===== config.mk =====
export PLATFORM = sky130hd
export DESIGN_NAME = seg7_scan_decoder
export DESIGN_NICKNAME = d
export VERILOG_FILES = /design/src/rtl/seg7_scan_decoder.sv
export SDC_FILE = /design/constraint.sdc
export NUM_CORES = 1
export LEC_CHECK = 0
export BUFFER_PORTS_ARGS = -buffer_cell sky130_fd_sc_hd__buf_2
export CAP_MARGIN = 20
export CORE_MARGIN = 10
export CORE_UTILIZATION = 40
export DETAILED_ROUTE_END_ITERATION = 7
export PLACE_DENSITY = 0.66
export SYNTH_ARGS = -nofsm -noshare
export SYNTH_HDL_FRONTEND = slang
export SYNTH_SLANG_ARGS = --single-unit

===== constraint.sdc =====
create_clock -name clk -period 4.7 [get_ports clk]
set_input_delay 0.235 -clock clk [delete_from_list [all_inputs] [get_ports clk]]
set_output_delay 0.235 -clock clk [all_outputs]
set_load 0.01 [all_outputs]

===== src/rtl/seg7_scan_decoder.sv =====
// Loopback monitor: rebuilds the 4 displayed digits from scanned anode/cathode lines (optional SEG7_SCAN_ERR_EN adds the sticky err flag).
// Latency: a pin pattern stable from edge k is captured on edge k+2+STABLE_CYC; frame_valid pulses on the capture completing a frame.
// Backpressure: none; passive observer, outputs hold between frames.
module seg7_scan_decoder #(
    parameter int N_DIG       = 4,
    parameter int STABLE_CYC  = 4,
    parameter int TIMEOUT_CYC = 65535
) (
    input  logic                 clk,
    input  logic                 rst,
    input  logic [N_DIG-1:0]     anodo,
    input  logic [7:0]           catodo,
    output logic [4*N_DIG-1:0]   frame_data,
    output logic [N_DIG-1:0]     frame_dp,
    output logic                 frame_valid,
    output logic                 scan_active,
    output logic                 err
);

    localparam int IDX_W = (N_DIG > 1) ? $clog2(N_DIG) : 1;
    localparam int CNT_W = $clog2(STABLE_CYC);
    localparam int TO_W  = $clog2(TIMEOUT_CYC + 1);
    localparam logic [CNT_W-1:0] STABLE_LAST = CNT_W'(STABLE_CYC - 1);
    localparam logic [TO_W-1:0]  TO_MAX      = TO_W'(TIMEOUT_CYC);
    localparam logic [TO_W-1:0]  TO_LAST     = TO_W'(TIMEOUT_CYC - 1);
    localparam logic [IDX_W:0]   ONE_LOW     = {{IDX_W{1'b0}}, 1'b1};

    typedef enum logic [1:0] {IDLE, SETTLE, HELD} state_t;

    state_t               state;
    logic [N_DIG-1:0]     an_s1, an_s2;
    logic [7:0]           cat_s1, cat_s2;
    logic [N_DIG+7:0]     pat_prev, pat_now;
    logic                 pat_chg;
    logic [CNT_W-1:0]     stb_cnt;
    logic [TO_W-1:0]      to_cnt;
    logic [N_DIG-1:0]     mask, mask_nxt;
    logic [4*N_DIG-1:0]   stg_dat, stg_dat_nxt;
    logic [N_DIG-1:0]     stg_dp, stg_dp_nxt;
    logic [IDX_W:0]       n_low;
    logic [IDX_W-1:0]     sel_idx;
    logic                 sel_ok;
    logic [3:0]           dig_code;
    logic                 dig_dp;
    logic                 cap;
    logic                 to_hit;

    assign pat_now = {an_s2, cat_s2};
    assign pat_chg = (pat_now != pat_prev);

    always_comb begin
        n_low   = '0;
        sel_idx = '0;
        for (int i = 0; i < N_DIG; i++) begin
            if (!an_s2[i]) begin
                n_low   = n_low + 1'b1;
                sel_idx = IDX_W'(i);
            end
        end
        sel_ok = (n_low == ONE_LOW);
    end

    // Segments are active-low, so decode on the inverted a..g field.
    always_comb begin
        dig_code = 4'hF;
        case (~cat_s2[7:1])
            7'b1111110: dig_code = 4'h0;
            7'b0110000: dig_code = 4'h1;
            7'b1101101: dig_code = 4'h2;
            7'b1111001: dig_code = 4'h3;
            7'b0110011: dig_code = 4'h4;
            7'b1011011: dig_code = 4'h5;
            7'b1011111: dig_code = 4'h6;
            7'b1110000: dig_code = 4'h7;
            7'b1111111: dig_code = 4'h8;
            7'b1111011: dig_code = 4'h9;
            7'b0000000: dig_code = 4'hA;
            default:    dig_code = 4'hF;
        endcase
        dig_dp = ~cat_s2[0];
    end

    assign cap    = (state == SETTLE) && !pat_chg && (stb_cnt == STABLE_LAST);
    assign to_hit = !cap && (to_cnt == TO_LAST);

    always_comb begin
        stg_dat_nxt                  = stg_dat;
        stg_dat_nxt[4*sel_idx +: 4]  = dig_code;
        stg_dp_nxt                   = stg_dp;
        stg_dp_nxt[sel_idx]          = dig_dp;
        mask_nxt                     = mask;
        mask_nxt[sel_idx]            = 1'b1;
    end

    always_ff @(posedge clk or negedge rst) begin
        if (!rst) begin
            an_s1       <= '1;
            an_s2       <= '1;
            cat_s1      <= '1;
            cat_s2      <= '1;
            pat_prev    <= '1;
            state       <= IDLE;
            stb_cnt     <= '0;
            mask        <= '0;
            stg_dat     <= {N_DIG{4'hA}};
            stg_dp      <= '0;
            frame_data  <= {N_DIG{4'hA}};
            frame_dp    <= '0;
            frame_valid <= 1'b0;
            scan_active <= 1'b0;
            to_cnt      <= TO_MAX;
        end else begin
            an_s1       <= anodo;
            an_s2       <= an_s1;
            cat_s1      <= catodo;
            cat_s2      <= cat_s1;
            pat_prev    <= pat_now;
            frame_valid <= 1'b0;

            // A timeout abandons any select still settling.
            if (to_hit) begin
                state <= IDLE;
            end else if (pat_chg) begin
                state   <= sel_ok ? SETTLE : IDLE;
                stb_cnt <= '0;
            end else if (state == SETTLE) begin
                if (cap) begin
                    state <= HELD;
                end else begin
                    stb_cnt <= stb_cnt + 1'b1;
                end
            end

            if (cap) begin
                stg_dat     <= stg_dat_nxt;
                stg_dp      <= stg_dp_nxt;
                to_cnt      <= '0;
                scan_active <= 1'b1;
                if (&mask_nxt) begin
                    frame_data  <= stg_dat_nxt;
                    frame_dp    <= stg_dp_nxt;
                    frame_valid <= 1'b1;
                    mask        <= '0;
                end else begin
                    mask <= mask_nxt;
                end
            end else begin
                if (to_cnt != TO_MAX) begin
                    to_cnt <= to_cnt + 1'b1;
                end
                if (to_hit) begin
                    scan_active <= 1'b0;
                    mask        <= '0;
                end
            end
        end
    end

`ifdef SEG7_SCAN_ERR_EN
    logic             multi_sel;
    logic             ms_evt;
    logic             bad_evt;
    logic             ms_done;
    logic             err_q;
    logic [CNT_W-1:0] ms_cnt;
    logic [7:0]       err_cnt;

    assign multi_sel = (n_low > ONE_LOW);
    assign ms_evt    = multi_sel && !pat_chg && !ms_done && (ms_cnt == STABLE_LAST);
    assign bad_evt   = cap && (dig_code == 4'hF);

    // ms_done keeps one long multi-select period from counting more than once.
    always_ff @(posedge clk or negedge rst) begin
        if (!rst) begin
            ms_cnt  <= '0;
            ms_done <= 1'b0;
            err_q   <= 1'b0;
            err_cnt <= '0;
        end else begin
            if (pat_chg) begin
                ms_cnt  <= '0;
                ms_done <= 1'b0;
            end else if (multi_sel && !ms_done) begin
                if (ms_cnt == STABLE_LAST) begin
                    ms_done <= 1'b1;
                end else begin
                    ms_cnt <= ms_cnt + 1'b1;
                end
            end
            if (ms_evt || bad_evt) begin
                err_q <= 1'b1;
                if (err_cnt != 8'hFF) begin
                    err_cnt <= err_cnt + 1'b1;
                end
            end
        end
    end

    assign err = err_q;
`else
    assign err = 1'b0;
`endif

endmodule


# --- Yosys cells after proc, flatten, opt, wreduce, memory -nomap -nowiden ---
# Cells that the tools add are included.
totals:
  out_inout_bits: 23
  ff_bits: 102
  in_bits: 14
  word_cells: 91
classes:
  n_bitwise: 4
  addsub: 6
  n_shift: 2
  eq_ne: 17
  n_reduce_logical: 16
  magnitude_cmp: 2
  muxes: 29
ops:
  columns: ["cell", "count"]
  rows:
  - ["$eq A7 B7 Y1 const B", 8]
  - ["$pmux W4 S11", 1]
  - ["$neg A4 Y34", 1]
  - ["$shift A4 B34 Y16 const A", 1]
  - ["$shiftx A4 B34 Y16", 1]
  - ["$mux W16", 2]
  - ["$mux W2", 9]
  - ["$add A16 B1 Y16 const B", 1]
  - ["$bwmux W16", 1]
  - ["$eq A16 B16 Y1 const B", 1]
  - ["$ne A16 B16 Y1 const B", 1]
  - ["$eq A7 B6 Y1 const B", 2]
  - ["$mux W4", 3]
  - ["$ne A12 B12 Y1", 1]
  - ["$add A3 B1 Y3 const B", 3]
  - ["$mux W3", 3]
  - ["$mux W1", 8]
  - ["$logic_not A7 Y1", 1]
  - ["$not A7 Y7", 1]
  - ["$reduce_bool A2 Y1", 3]
  - ["$reduce_bool A3 Y1", 2]
  - ["$reduce_and A5 Y1", 1]
  - ["$bwmux W4", 1]
  - ["$logic_and A1 B1 Y1", 4]
  - ["14 further kinds", 16]

# --- Depth between registers and ports, before layout ---
# Gate-level depths: netlist of the first run.
logic_depth:
  ltp_word: 11
  depth_mapped: 9
  mapped_depth_nobuf: 9

# --- Worst setup path before layout of the first run ---
# Ideal clock, no wire load.
synth_path:
  path_kind: "register to register"
  startpoint: "reg cat_s2[7]"
  endpoint: "reg frame_data[0]"
  setup_slack_ps: 2227
  path_stages_with_launch: 9
  path_buffers: 3
  arrival_ps: 2346
  path_cell_list: "dfstp_2 -> clkbuf_1 -> xor2_1 -> or4_1 -> or4_4 -> buf_6 -> buf_6 -> o21ai_1 -> o31ai_1"
synth_between:
  elab_chain_cells: 5
  elab_cells_between_ends: 20
synth_lines:
  columns: ["element", "line", "text"]
  rows:
  - ["from (decl)", "32", "logic [7:0] cat_s1, cat_s2;"]
  - ["from (signal assigned)", "116", "cat_s2 <= cat_s1;"]
  - ["$not A7 Y7 / $ne A12 B12 Y1 (equally long branches)", "66, 49", null]
  - ["$eq A7 B7 Y1, or another cell as far along", "66", "case (~cat_s2[7:1])"]
  - ["$pmux W4 S11 / $logic_and A1 B1 Y1 (equally long branches)", "66, 83", null]
  - ["$shiftx A4 B34 Y16 / $logic_and A1 B1 Y1 (equally long branches)", "88, 83", null]
  - ["$bwmux W16 / $reduce_and A5 Y1 (equally long branches)", null, null]
  - ["to (signal assigned)", "107", "frame_data <= {N_DIG{4'hA}};"]
  - ["to (signal assigned)", "140", "frame_data <= stg_dat_nxt;"]
  - ["to (decl)", "13", "output logic [4*N_DIG-1:0] frame_data,"]
# Parallel ways exist; a longest one is shown, timed or not.
# A chain may end at the register's enable or synchronous reset.

# --- Worst setup path after layout of the first run ---
layout_path:
  startpoint: "reg an_s2[3]"
  endpoint: "reg frame_dp[1]"
layout_between:
  elab_chain_cells: 7
  elab_cells_between_ends: 13
layout_lines:
  columns: ["element", "line", "text"]
  rows:
  - ["from (decl)", "31", "logic [N_DIG-1:0] an_s1, an_s2;"]
  - ["from (signal assigned)", "114", "an_s2 <= an_s1;"]
  - ["$mux W2", "55", "if (!an_s2[i]) begin"]
  - ["$lt A2 B3 Y1 (not written as such) / $ge A2 B1 Y1 (equally long branches)", "90, 92", null]
  - ["$logic_and A1 B1 Y1 (not written as such)", "90, 92", null]
  - ["$mux W1 (not written as such)", "90, 92", null]
  - ["$demux W1 S2", "90, 92", null]
  - ["$or A4 B4 Y4 (no line)", null, null]
  - ["$reduce_and A5 Y1 (no line)", null, null]
  - ["to (signal assigned)", "141", "frame_dp <= stg_dp_nxt;"]
  - ["to (decl)", "14", "output logic [N_DIG-1:0] frame_dp,"]
# Parallel ways exist; a longest one is shown, timed or not.

==> impl_metrics.json, run 1 <==
{
  "net-switching-power_mw": 0.408,
  "r2r_setup_slack_ns": 1.60,
  "ys.flop_type": "dfstp_2",
  "vdd_drop_max_mv": 0.166,
  "drv_cap": 0,
  "clk_latency_ns": 0.34,
  "grt_pass1_wl_um": 17100,
  "end_kind": "flip-flop",
  "swShare_pct": 22.3,
  "worst_pin_slew_ns": 1.07,
  "initial_core_util_pct": 40.8,
  "cp_top_family": "simple AND/OR/NAND/NOR gates",
  "hpwl_um": 6700,
  "io_buffers": 35,
  "final_area_um2": 5360,
  "vias_per_cell": 5.40,
  "synthesis.nets": 445,
  "wl_per_cell_um": 15.9,
  "yosysMostFrequentCell": "dfstp_2",
  "io_pins": 37,
  "final_antenna_net_count": 0,
  "ctsHtreeMaxLevel": 3,
  "die-area_um2": 16400,
  "core_um2": 11400,
  "crit_chain": "xor2_1 > or4_4 > nor4_4 > nand2b_1 > buf_4 > mux2_4",
  "cts_made_buffers": 9,
  "r2r-end": "frame_dp[1]",
  "worstHoldEndpoint": "cat_s2[7]",
  "timing.hold.ws_ns": 0.356,
  "intPower_mw": 1.42,
  "overflow": 0,
  "place.gp.congestion": 0.835,
  "hold_violations": 0,
  "fin_setup_tns_ns": 0,
  "die_w_um": 128,
  "async_flop_share_pct": 100,
  "clockPowerShare_pct": 44.2,
  "synth_cell_types": 51,
  "postCtsSetupBuffers": 0,
  "grt_antenna_before_repair": 0,
  "yosysWarningCount": 0,
  "final_nets": 486,
  "syn_area_um2": 4660,
  "ys_top_cells_by_area": "dfstp_2 38%, dfrtp_1 18%, o21ai_1 4.4%",
  "clk_path_buf_depth": 2,
  "cpMaxStageDelayCell": "dfstp_2",
  "grt_usage_pct": 12.5,
  "drive_above_1_share_pct": 30.4,
  "ys_seq_area_share_pct": 56.6,
  "seqPwrFrac_pct": 51.0,
  "hp-start": "cat_s1[7]",
  "grt_max_degree": 58,
  "max_freq_ghz": 0.323,
  "synth_top_area_cell": "dfstp_2",
  "synth_edf_count": 0,
  "row_count": 39,
  "powerDensity_nw_per_um2": 340,
  "avgSynthCellArea_um2": 11.0,
  "finalSetupViolCount": 0,
  "die_h_um": 128,
  "synthCells": 425,
  "wl_um": 9780,
  "reg2reg_depth": 6,
  "met1_length_um": 4760,
  "cts_tree": "built",
  "slew_headroom_pct": 27.9,
  "maxSlewViolCount": 0,
  "diodes": 0,
  "cp_max_fo": 23,
  "synth_common_cells": "68 x dfstp_2, 41 x o21ai_1, 34 x dfrtp_1, 32 x nor2_1, 29 x nand2_1",
  "combPwrFrac_pct": 4.8,
  "dpl-instance-area_um2": 4910,
  "wl_met3_um": 441,
  "required_ns": 4.93,
  "clk_pin_slew_worst_paths_ns": 0.07,
  "drc": 0,
  "cts.sinks": 102,
  "critPathBufInv": 1,
  "cp_slowest_stage_delay_ns": 0.77,
  "run_status": "finished clean",
  "drtPass1Iterations": 4,
  "hp-class": "reg2reg",
  "rsz0062_at_grt": "false",
  "min_period_ns": 3.10,
  "critPathKind": "reg2reg",
  "p_leak_nw": 2.24,
  "synth_top_area_share_pct": 38.3,
  "syn_to_final_growth_pct": 15.1,
  "regToRegStartpoint": "an_s2[3]",
  "cp-start-kind": "flip-flop",
  "fin_crit_sh_pct": 65.9,
  "post_cts_resized": 0,
  "drt_iter0_markers": 227,
  "ys_seq_elements": 102,
  "worstHoldPathCells": 0,
  "grt_pass1_vias": 3456,
  "clock_skew_ns": 0.0110,
  "wl_met2_um": 4500,
  "cp.arrival_ns": 3.33,
  "nFillCells": 1064,
  "dr.max_layer_used": "met4",
  "via_count": 3313,
  "cts_root_buf": "clkbuf_16"
}
[cells in the final DEF (no fill, tap or decap), drive strengths merged, types with 7 or more instances in the layout]
master,count
dfstp,68
o21ai,67
buf,38
dfrtp,34
nor2,32
nand2,29
nor3,18
xnor2,16
nand3,16
dlygate4sd3,13
xor2,12
inv,12
o31ai,11
clkbuf,9
mux2,9
nor4,9
a21oi,7
nand4,7
[state kept, by name (all words and copies together) (netlist names)]
register / cells
frame_data: 16
stg_dat: 16
to_cnt: 16
pat_prev: 12
cat_s1: 8
cat_s2: 8
an_s1: 4
an_s2: 4
frame_dp: 4
mask: 4
stg_dp: 4
state: 2
stb_cnt: 2
frame_valid: 1
scan_active: 1
[power groups by stage]
stage	logic (mW)	clock network (mW)	registers [mW]
5_1_grt	0.101	0.864	0.933
3_3_place_gp	0.0793	0	0.943
3_5_place_dp	0.0813	0	0.944
6_report	0.0885	0.806	0.930
2_1_floorplan	0.0569	0	0.931
4_1_cts	0.0896	0.826	0.930
[metrics by stage]
| stage | utilization (%) | setup WS [ns] | power [mW] | std cells |
|---|---|---|---|---|
| after global routing | 47.0 | 1.40 | 1.90 | 614 |
| after global placement | 43.0 | 1.67 | 1.02 | 585 |
| after detailed placement | 43.0 | 1.59 | 1.03 | 585 |
| final | 47.0 | 1.60 | 1.82 | 614 |
| after CTS | 47.0 | 1.58 | 1.85 | 614 |
| after floorplan | - | 2.23 | 0.988 | 425 |
[cell families (layout without fill, tap and decap cells)]
logic type | after synthesis | after routing | share of synthesized area, %
other cells | 1 | 1 | 0.0805
simple gates | 145 | 145 | 17.0
fa+ha+maj | 6 | 6 | 1.61
flops | 102 | 102 | 56.6
mux | 10 | 10 | 3.03
compound gates | 104 | 104 | 12.9
xor+xnor | 28 | 28 | 5.26
buf+inv | 29 | 75 | 3.49
[repair_timing]
action,CTS,global route
hold endpoints to repair,45,0
setup endpoints to repair,0,0
hold buffers,13,0
[cell type report]
| type | instances | area, um^2 | share of cell area (%) |
|---|---|---|---|
| clock inverters | 7 | 100 | 1.87 |
| clock buffers | 9 | 225 | 4.20 |
| multi-input cells | 294 | 1860 | 34.7 |
| repair buffers | 51 | 330 | 6.16 |
| flip-flops and latches | 102 | 2640 | 49.2 |
| well taps | 143 | 179 | 3.34 |
| inverters | 8 | 30.0 | 0.560 |
[how the worst max path moves through the flow]
stage | startpoint | endpoint | cells after the start
after floorplan | cat_s2[7] | frame_data[0] | 8
after global placement | an_s2[3] | frame_data[6] | 6
after detailed placement | an_s2[3] | frame_data[10] | 6
after CTS | an_s2[3] | frame_dp[1] | 6
after global routing | an_s2[3] | frame_dp[1] | 6
final | an_s2[3] | frame_dp[1] | 6
[per-layer routing]
layer	track usage, %	vias up
li1	-	1597
met1	17.2	1635
met2	18.9	73
met3	3.27	8
met4	3.91	0
met5	0	-
No activity file was read; power rests on OpenSTA's default activity.
==> run 2, diff against run 1 <==
--- a/config.mk
+++ b/config.mk
@@ -5,6 +5,7 @@
 export SDC_FILE = /design/constraint.sdc
 export NUM_CORES = 1
 export LEC_CHECK = 0
+export ABC_AREA = 1
 export BUFFER_PORTS_ARGS = -buffer_cell sky130_fd_sc_hd__buf_2
 export CAP_MARGIN = 20
 export CORE_MARGIN = 10
==> constraint.sdc (replaced) <==
create_clock -name clk -period 2.9 [get_ports clk]
set_input_delay 0.145 -clock clk [delete_from_list [all_inputs] [get_ports clk]]
set_output_delay 0.145 -clock clk [all_outputs]
set_load 0.01 [all_outputs]
==> run 2 against run 1 <==
  * Clock-buffer cell count stayed put
  * Design area is 0.96% higher
  * Clock power is 48% higher
  * Critical endpoint is now frame_dp[0]
  * Via count is 7.9% higher
  * Sequential power is 61% higher
  * Die area is 0.25% higher
  * Highest routed layer unchanged
  * Combinational power is 62% higher
  * Routed wire length is 1.1% lower
  * Power is 55% higher
  * Hold slack worse by 0.0018 ns
  * Global-route usage is 0.18 points lower
==> impl_metrics.json, run 2 <==
{
  "dpl-instance-area_um2": 4980,
  "regToRegStartpoint": "cat_s2[7]",
  "cts_made_buffers": 9,
  "nFillCells": 1093,
  "drive_above_1_share_pct": 25.5,
  "synth_top_area_share_pct": 38.2,
  "hold_violations": 0,
  "ys.flop_type": "dfstp_2",
  "final_common_cell": "nand2_1",
  "hp-class": "reg2reg",
  "ys_top_cells_by_area": "dfstp_2 38%, dfrtp_1 18%, nand2_1 13%",
  "hp-start": "an_s1[1]",
  "post_cts_resized": 0,
  "hpwl_um": 6840,
  "async_flop_share_pct": 100,
  "place.gp.congestion": 0.893,
  "ctsHtreeMaxLevel": 3,
  "cp_max_fo": 24,
  "startpoint": "cat_s2[7]",
  "clk_path_buf_depth": 2,
  "finalSetupViolCount": 0,
  "yosysWarningCount": 0,
  "synth_top_area_cell": "dfstp_2",
  "min_period_ns": 2.32,
  "final_nets": 608,
  "drtPass1Iterations": 5,
  "critPathKind": "reg2reg",
  "cp.arrival_ns": 2.58,
  "slew_headroom_pct": 45.2,
  "diodes": 0,
  "grt_antenna_before_repair": 0,
  "wl_per_cell_um": 13.1,
  "postCtsSetupBuffers": 0,
  "wl_um": 9670,
  "clk_pin_slew_worst_paths_ns": 0.07,
  "synthesis.nets": 557,
  "die-area_um2": 16400,
  "io_pins": 37,
  "cp-start-kind": "flip-flop",
  "end_kind": "flip-flop",
  "initial_core_util_pct": 40.9,
  "synth_common_cells": "167 x nand2_1, 68 x dfstp_2, 64 x nand3_1, 45 x inv_1, 44 x nor2_1",
  "final_antenna_net_count": 0,
  "p_leak_nw": 2.73,
  "row_count": 39,
  "grt_usage_pct": 12.3,
  "synthCells": 537,
  "drv_cap": 0,
  "clock_skew_ns": 0.00920,
  "synth_cell_types": 31,
  "grt_pass1_wl_um": 16700,
  "fin_setup_tns_ns": 0,
  "syn_to_final_growth_pct": 15.8,
  "avgSynthCellArea_um2": 8.70,
  "reg_top3": "frame_data x16, stg_dat x16, to_cnt x16",
  "yosysMostFrequentCell": "nand2_1",
  "overflow": 0,
  "powerDensity_nw_per_um2": 523,
  "drt_iter0_markers": 210,
  "ys_seq_area_share_pct": 56.4,
  "vdd_drop_max_mv": 0.476,
  "drc": 0,
  "die_h_um": 128,
  "syn_area_um2": 4670,
  "grt_max_degree": 67,
  "rsz0062_at_grt": "false",
  "max_freq_ghz": 0.431,
  "cts_root_buf": "clkbuf_16",
  "io_buffers": 35,
  "ys_seq_elements": 102,
  "clk_latency_ns": 0.36,
  "core_um2": 11400,
  "vias_per_cell": 4.86,
  "cts_tree": "built",
  "grt_pass1_vias": 3553,
  "die_w_um": 128,
  "synth_edf_count": 0,
  "via_count": 3574,
  "final_area_um2": 5410,
  "cts_hold_buf": 13,
  "required_ns": 3.16,
  "maxSlewViolCount": 0,
  "mostFrequentLayoutCells": "167 x nand2_1, 68 x dfstp_2, 64 x nand3_1",
  "worst_pin_slew_ns": 0.822,
  "fin_crit_sh_pct": 80.0,
  "run_status": "finished clean",
  "cts.sinks": 102
}
run 2: cell types whose count changed in the layout (fill, tap and decap cells not counted), sizes merged, moves of 9 or more:
cell,before,now
inv,12,54
mux2,9,0
nand2,29,168
nand3,16,65
nor2,32,47
nor3,18,8
o21ai,67,24
o31ai,11,1
or2,3,16
run 2: path summary, 6_finish.rpt:
kind                               end  depth (start not counted)  slack (ns)
hold / removal                an_s2[1]                          0        0.35
hold reg to reg               an_s2[1]                          0        0.35
setup / recovery           frame_dp[0]                         10        0.58
max in group asynchronous  stg_dat[15]                          3        1.62
setup reg to reg           frame_dp[0]                         10        0.58
min in group asynchronous  frame_dp[3]                          2        0.43
run 2: routing by layer:
| metal | vias up | routed length [um] | GRT usage (%) |
|---|---|---|---|
| met4 | 0 | 155 | 3.58 |
| met1 | 1686 | 4380 | 15.2 |
| met5 | - | 0 | 0 |
| met2 | 71 | 4720 | 20.2 |
| li1 | 1805 | - | - |
| met3 | 12 | 408 | 3.93 |
run 2: stage by stage:
step           std cells  total power, mW  setup WS [ns]  hold slack [ns]  utilization (%)
2_1_floorplan        537             1.59           1.07           -0.151                -
3_3_place_gp         707             1.65          0.728            0.250             43.6
3_5_place_dp         707             1.65          0.572            0.251             43.6
4_1_cts              736             2.87          0.542            0.354             47.4
5_1_grt              736             2.95          0.322            0.360             47.4
6_report             736             2.83          0.581            0.354             47.4
run 2: final cells by class:
cell class,count,area (um^2),share of cell area (%)
Tap cell,143,179,3.31
Inverter,49,184,3.40
Sequential cell,102,2640,48.7
Clock buffer,9,225,4.16
Multi-Input combinational cell,372,1760,32.5
Clock inverter,7,73.8,1.36
Timing Repair Buffer,54,353,6.52
run 2: where the power goes:
| part | total [mW] | switching, mW | internal [mW] |
|---|---|---|---|
| sequential | 1.50 | 0.0225 | 1.47 |
| clock | 1.19 | 0.583 | 0.610 |
| combinational | 0.143 | 0.0883 | 0.0544 |
| total | 2.83 | 0.694 | 2.14 |
run 2: kinds of logic after synthesis:
| family | count (synthesis) | synth area share, % |
|---|---|---|
| xor+xnor | 12 | 2.25 |
| other cells | 1 | 0.0802 |
| buf+inv | 63 | 5.89 |
| compound gates | 36 | 3.99 |
| fa+ha+maj | 6 | 1.61 |
| flops | 102 | 56.4 |
| simple gates | 317 | 29.7 |
run 2: critical path: stages, from the launching register on:
cell and delay (ns):
dfstp_2 0.60, inv_2 0.07, nand2_1 0.06, nand2_1 0.05, nor2_1 0.12, nand2_1 0.08
nor2_2 0.16, nand3_2 0.26, inv_2 0.23, nand2_2 0.32, o21ai_0 0.28
